File: src/rtl/sprite_pkg.sv
// Shared types and widths for the sprite fetch scheduler and its hit calculator.
package sprite_pkg;

  localparam int SPR_SIZE = 32;
  localparam int SPR_LOG2 = 5;
  localparam int OBJ_ID_W = 5;
  localparam int COORD_W  = 10;
  localparam int COLOR_W  = 24;

  typedef struct packed {
    logic               active;
    logic [COORD_W-1:0] x;
    logic [COORD_W-1:0] y;
    logic               hflip;
  } obj_entry_t;

  typedef enum logic [1:0] {
    IDLE = 2'd0,
    SCAN = 2'd1,
    WAIT = 2'd2,
    DONE = 2'd3
  } sched_state_t;

endpackage

File: src/rtl/sprite_hit_calc.sv
// Combinational box test of one object entry against a pixel, producing texel offsets.
// Mirrors dx when SPRITE_HFLIP_EN is defined and the entry is flagged as flipped.
module sprite_hit_calc
  import sprite_pkg::*;
(
  input  obj_entry_t          entry,
  input  logic [COORD_W-1:0]  pix_x,
  input  logic [COORD_W-1:0]  pix_y,
  output logic                hit,
  output logic [SPR_LOG2-1:0] dx,
  output logic [SPR_LOG2-1:0] dy
);

  logic [COORD_W:0] diff_x;
  logic [COORD_W:0] diff_y;

  // 11-bit differences: a negative result (sign bit set) is a miss, so boxes never wrap past 1023.
  always_comb begin
    diff_x = {1'b0, pix_x} - {1'b0, entry.x};
    diff_y = {1'b0, pix_y} - {1'b0, entry.y};
    hit    = entry.active
           && (diff_x[COORD_W:SPR_LOG2] == '0)
           && (diff_y[COORD_W:SPR_LOG2] == '0);
    dy     = diff_y[SPR_LOG2-1:0];
`ifdef SPRITE_HFLIP_EN
    dx     = entry.hflip ? ~diff_x[SPR_LOG2-1:0] : diff_x[SPR_LOG2-1:0];
`else
    dx     = diff_x[SPR_LOG2-1:0];
`endif
  end

`ifndef SPRITE_HFLIP_EN
  logic unused_hflip;
  assign unused_hflip = entry.hflip;
`endif

endmodule

File: src/rtl/sprite_fetch_sched.sv
// Per-pixel sprite scheduler: scans the object table in priority order and fetches texels
// through the shared sprite_mux path. Optional per-entry mirroring via SPRITE_HFLIP_EN.
module sprite_fetch_sched
  import sprite_pkg::*;
#(
  parameter int                 NUM_OBJ     = 8,
  parameter int                 ROM_LAT     = 1,
  parameter logic [COLOR_W-1:0] TRANSPARENT = 24'hFF00FF,
  parameter logic [COLOR_W-1:0] BG_COLOR    = 24'h000000
) (
  input  logic                clk50,
  input  logic                reset_n,
  input  logic                obj_we,
  input  logic [OBJ_ID_W-1:0] obj_idx,
  input  logic [COORD_W-1:0]  obj_x,
  input  logic [COORD_W-1:0]  obj_y,
  input  logic                obj_active,
  input  logic                obj_hflip,
  input  logic                req_valid,
  output logic                req_ready,
  input  logic [COORD_W-1:0]  req_x,
  input  logic [COORD_W-1:0]  req_y,
  output logic [OBJ_ID_W-1:0] object_id,
  output logic [9:0]          addr,
  input  logic [COLOR_W-1:0]  sprite_pixel,
  output logic                rsp_valid,
  input  logic                rsp_ready,
  output logic [COLOR_W-1:0]  rsp_pixel,
  output logic                busy
);

  // Index can reach NUM_OBJ: one terminal scan step follows a miss on the last entry.
  localparam int IDX_W = $clog2(NUM_OBJ + 1);
  localparam int CNT_W = 3;

  obj_entry_t          table_q [NUM_OBJ];
  obj_entry_t          wr_entry;
  obj_entry_t          cur_entry;
  sched_state_t        state_q, state_d;
  logic [IDX_W-1:0]    idx_q, idx_d;
  logic [CNT_W-1:0]    cnt_q, cnt_d;
  logic [COORD_W-1:0]  req_x_q, req_x_d;
  logic [COORD_W-1:0]  req_y_q, req_y_d;
  logic [OBJ_ID_W-1:0] object_id_q, object_id_d;
  logic [9:0]          addr_q, addr_d;
  logic [COLOR_W-1:0]  rsp_pixel_q, rsp_pixel_d;
  logic                hit;
  logic [SPR_LOG2-1:0] hit_dx, hit_dy;

  always_comb begin
    wr_entry.active = obj_active;
    wr_entry.x      = obj_x;
    wr_entry.y      = obj_y;
`ifdef SPRITE_HFLIP_EN
    wr_entry.hflip  = obj_hflip;
`else
    wr_entry.hflip  = 1'b0;
`endif
  end

`ifndef SPRITE_HFLIP_EN
  logic unused_obj_hflip;
  assign unused_obj_hflip = obj_hflip;
`endif

  // Out-of-range obj_idx matches no entry, so such writes fall away.
  always_ff @(posedge clk50 or negedge reset_n) begin
    if (!reset_n) begin
      for (int i = 0; i < NUM_OBJ; i++) table_q[i] <= '0;
    end else if (obj_we) begin
      for (int i = 0; i < NUM_OBJ; i++)
        if (obj_idx == OBJ_ID_W'(i)) table_q[i] <= wr_entry;
    end
  end

  always_comb begin
    cur_entry = '0;
    for (int i = 0; i < NUM_OBJ; i++)
      if (idx_q == IDX_W'(i)) cur_entry = table_q[i];
  end

  sprite_hit_calc u_hit (
    .entry (cur_entry),
    .pix_x (req_x_q),
    .pix_y (req_y_q),
    .hit   (hit),
    .dx    (hit_dx),
    .dy    (hit_dy)
  );

  always_comb begin
    state_d     = state_q;
    idx_d       = idx_q;
    cnt_d       = cnt_q;
    req_x_d     = req_x_q;
    req_y_d     = req_y_q;
    object_id_d = object_id_q;
    addr_d      = addr_q;
    rsp_pixel_d = rsp_pixel_q;
    unique case (state_q)
      IDLE: begin
        if (req_valid) begin
          req_x_d = req_x;
          req_y_d = req_y;
          idx_d   = '0;
          state_d = SCAN;
        end
      end
      SCAN: begin
        if (idx_q == IDX_W'(NUM_OBJ)) begin
          rsp_pixel_d = BG_COLOR;
          state_d     = DONE;
        end else if (hit) begin
          object_id_d = OBJ_ID_W'(idx_q);
          addr_d      = {hit_dy, hit_dx};
          cnt_d       = CNT_W'(ROM_LAT);
          state_d     = WAIT;
        end else begin
          idx_d = idx_q + IDX_W'(1);
        end
      end
      WAIT: begin
        if (cnt_q == CNT_W'(1)) begin
          if (sprite_pixel != TRANSPARENT) begin
            rsp_pixel_d = sprite_pixel;
            state_d     = DONE;
          end else if (idx_q == IDX_W'(NUM_OBJ - 1)) begin
            rsp_pixel_d = BG_COLOR;
            state_d     = DONE;
          end else begin
            idx_d   = idx_q + IDX_W'(1);
            state_d = SCAN;
          end
        end else begin
          cnt_d = cnt_q - CNT_W'(1);
        end
      end
      DONE: begin
        if (rsp_ready) state_d = IDLE;
      end
      default: state_d = IDLE;
    endcase
  end

  always_ff @(posedge clk50 or negedge reset_n) begin
    if (!reset_n) begin
      state_q     <= IDLE;
      idx_q       <= '0;
      cnt_q       <= '0;
      req_x_q     <= '0;
      req_y_q     <= '0;
      object_id_q <= '0;
      addr_q      <= '0;
      rsp_pixel_q <= '0;
    end else begin
      state_q     <= state_d;
      idx_q       <= idx_d;
      cnt_q       <= cnt_d;
      req_x_q     <= req_x_d;
      req_y_q     <= req_y_d;
      object_id_q <= object_id_d;
      addr_q      <= addr_d;
      rsp_pixel_q <= rsp_pixel_d;
    end
  end

  assign req_ready = (state_q == IDLE) && reset_n;
  assign busy      = (state_q != IDLE);
  assign rsp_valid = (state_q == DONE);
  assign object_id = object_id_q;
  assign addr      = addr_q;
  assign rsp_pixel = rsp_pixel_q;

endmodule

File: config.mk
export PLATFORM = sky130hd
export DESIGN_NAME = sprite_fetch_sched
export DESIGN_NICKNAME = d
export VERILOG_FILES = /design/src/rtl/sprite_pkg.sv /design/src/rtl/sprite_hit_calc.sv /design/src/rtl/sprite_fetch_sched.sv
export SDC_FILE = /design/constraint.sdc
export NUM_CORES = 1
export LEC_CHECK = 0
export BUFFER_PORTS_ARGS = -buffer_cell sky130_fd_sc_hd__buf_2
export CAP_MARGIN = 15
export CORE_MARGIN = 4
export CORE_UTILIZATION = 59
export CTS_BUF_LIST = sky130_fd_sc_hd__clkbuf_16
export DETAILED_ROUTE_END_ITERATION = 12
export PLACE_DENSITY = 0.8
export SYNTH_ARGS = -nofsm -noshare
export SYNTH_HDL_FRONTEND = slang
export SYNTH_SLANG_ARGS = --single-unit
File: constraint.sdc
create_clock -name clk50 -period 6.6 [get_ports clk50]
set_input_delay 0.99 -clock clk50 [delete_from_list [all_inputs] [get_ports clk50]]
set_output_delay 0.99 -clock clk50 [all_outputs]
set_load 0.02 [all_outputs]
==> impl_metrics.tcl <==
set metrics [dict create \
    status "completed" \
    grt_pass1_wl_microns 42900 \
    antenna_found_initial 1 \
    netlist_area_sq_um 11400 \
    synth-simple-area-share_pct 9.05 \
    path_buf_inv 1 \
    critPathMaxStageDelay_ns 0.69 \
    total_power_uw 5390 \
    post-route-period-util_pct 86.5 \
    grt_max_degree 97 \
    hold_viol 0 \
    slew_violations 0 \
    ys_ff_latch 235 \
    synth_cells 985 \
    final_cell_mix "dfrtp_1 (235), mux2_2 (188), buf_2 (114)" \
    place.gp.congestion 0.877 \
    drt_wl_total_microns 26600 \
    synth_xor_xnor_area_share_pct 0.384 \
    drcViolationCount 0 \
    finalInstanceArea_sq_um 13000 \
    antenna_left 0 \
    synth_area_leaders "dfrtp_1 (52%), mux2_2 (19%), ha_1 (3.5%)" \
    utilization_pct 68.9 \
    via_per_inst 6.03 \
    routedWlPerCell_microns 19.5 \
    synth-seq-area-share_pct 51.6 \
    n_antenna_cell 0 \
    yosysWarningCount 0 \
    final_net_count 1197 \
    synth-compound-area-share_pct 13.0 \
    worstPathRequired_ns 7.05 \
    initial_core_util_pct 60.5 \
    power.leakage_uw 0.00617 \
    layout_commonest_cell "dfrtp_1" \
    num_rows 50 \
    netlist.area_leader.share_pct 51.6 \
    ios 118 \
    die_x_microns 147 \
    synth_async_sr_flop_share_pct 100 \
    die_h_microns 147 \
    p_per_area_nw_per_um2 415 \
    timing.fmax_ghz 0.175 \
    critPathArrivalTime_ns 6.16 \
    setup_viol 0 \
    ir_drop_mv 0.209 \
    crit_type "flip-flop to flip-flop" \
    cts_buffer_depth 3 \
    end_kind "flip-flop" \
    max_slew_margin_pct 22.2 \
    cts_root_buf "clkbuf_16" \
    die_area_sq_um 21600 \
    grt_remaining_overflow 0 \
    start_kind "flip-flop" \
    drive_above_1_share_pct 33.1 \
    area_growth_pct 13.8 \
    synth-edff-count 0 \
    crit_chain "nor2b_1 -> and2_1 -> buf_4 -> a22oi_1 -> a311oi_1 -> a21oi_1 -> nand2_1 -> o21ai_0 -> ha_1 -> o21ai_0 -> o2bb2ai_1 -> nor4_1 -> nand4_1 -> or4_4 -> or4_4 -> a2111o_1 -> nand3_1" \
    fin_tns_setup_ns 0 \
    clk_latency_ns 0.52 \
    synth_cell_types 67 \
    cts_hold_buf 0 \
    cp_max_fo 34 \
    ys.flop_type "dfrtp_1" \
    dpl_cell_area_sq_um 12200 \
    clk_transition_reported_paths_ns 0.06 \
    max-cap-violations 0 \
    synth_top_family_by_area "multiplexers" \
    hold_class "flip-flop to flip-flop" \
    grt_usage_pct 24.4 \
    placed_cells 1319 \
    slowest_stage "or4_4" \
    synthAdderAreaFrac_pct 3.86 \
    cts-resized-gates 0 \
    clock_skew_ns 0.0149 \
    dr.pass1.iters 4 \
    rsz0062_at_grt "no" \
    route.vias.total 8229 \
    clock_sinks 235 \
    numPortBuffers 115 \
    grt_pass1_vias 8153 \
    tritoncts "done" \
    yosysTopAreaCell "dfrtp_1" \
    worstMarginPinSlew_ns 1.16 \
    finalCriticalPeriod_ns 5.71 \
    final_cells 1364 \
    post-cts-setup-buffers 0 \
    syn_nets 1095 \
    cp_top_family "simple AND/OR/NAND/NOR gates" \
    htreeDepth 1 \
    cts_made_buffers 25 \
    synth.mux.area_fraction_pct 19.2 \
    dr.first_iter.drc_count 514 \
    dp_hpwl_microns 17800 \
    avgSynthCellArea_sq_um 11.6 \
    core_area_sq_um 18800 \
]
-- worst register-to-register path: stages, from the launching register on --
cell and delay (ns):
dfrtp_1 0.54, nor2b_1 0.30, and2_1 0.64, buf_4 0.30
a22oi_1 0.10, a311oi_1 0.39, a21oi_1 0.09, nand2_1 0.08
o21ai_0 0.23, ha_1 0.45, o21ai_0 0.15, o2bb2ai_1 0.15
nor4_1 0.32, nand4_1 0.16, or4_4 0.52, or4_4 0.69
a2111o_1 0.46, nand3_1 0.07
-- state kept, by name (all words and copies together), names as in the netlist --
register / cells
idx_q: 4
cnt_q: 3
state_q: 2
req_y_q: 10
rsp_pixel: 24
table_q: 168
req_x_q: 10
object_id: 4
addr: 10
-- layout make-up --
cell class	count	area (sq um)
flip-flops and latches	235	5880
fillers	1374	5860
multi-input cells	671	5210
repair buffers	134	748
clock buffers	25	626
well taps	260	325
clock inverters	19	113
inverters	20	75.1
-- path summary, 6_finish.rpt --
path | from | to | slack (ns) | depth (start not counted)
worst max-delay path | idx_q[2] | cnt_q[2] | 0.89 | 17
worst min register to register | rsp_pixel[21] | rsp_pixel[21] | 0.47 | 2
worst min-delay path | rsp_pixel[21] | rsp_pixel[21] | 0.47 | 2
worst max register to register | idx_q[2] | cnt_q[2] | 0.89 | 17
max in group asynchronous | reset_n | table_q[128] | 4.65 | 2
min in group asynchronous | reset_n | rsp_pixel[13] | 0.48 | 1
-- per-stage QoR --
stage | hold slack, ns | setup slack (ns)
floorplan | 0.469 | 1.86
global placement | 0.458 | 0.999
detailed placement | 0.464 | 0.962
CTS | 0.478 | 0.945
global route | 0.505 | 0.521
finish | 0.474 | 0.888
-- cell families (layout without fill, tap and decap cells) --
kind of cell,count (synthesis),after routing
buffers and inverters,79,198
multiplexers,194,194
flip-flops,235,235
AO/OA/AOI/OAI,222,222
XOR/XNOR,5,5
AND/OR/NAND/NOR,215,215
other,1,1
adder cells (fa/ha/maj),34,34
-- power by group --
group	switching (uW)	total (uW)	internal (uW)	leakage [uW]
logic	1190	2140	944	0.00276
clock network	545	1270	723	0.000392
registers	212	1980	1770	0.00301
-- per-layer routing --
layer  track usage, %  routed length [microns]  up-vias
li1                 -                        -     3813
met1             34.0                    11700     4126
met2             40.0                    12700      244
met3             4.84                     1610       44
met4             5.55                      571        2
met5                0                       14        -
-- synth_stat cells, drive strengths merged, types with 5 or more instances --
cell type    n
nor3         6
dfrtp      235
a22oi       18
nand3        9
nand2b      10
nor2        41
a211oi       5
and3         5
nor2b        7
a21oi       41
a221oi       5
mux2       191
o21ai       65
o211ai      20
buf          7
nand4        5
clkbuf      52
nand2      100
a221o       18
ha          32
a31oi        6
a311oi      18
inv         20
and2         7
Power figures use the tool's default switching activity.
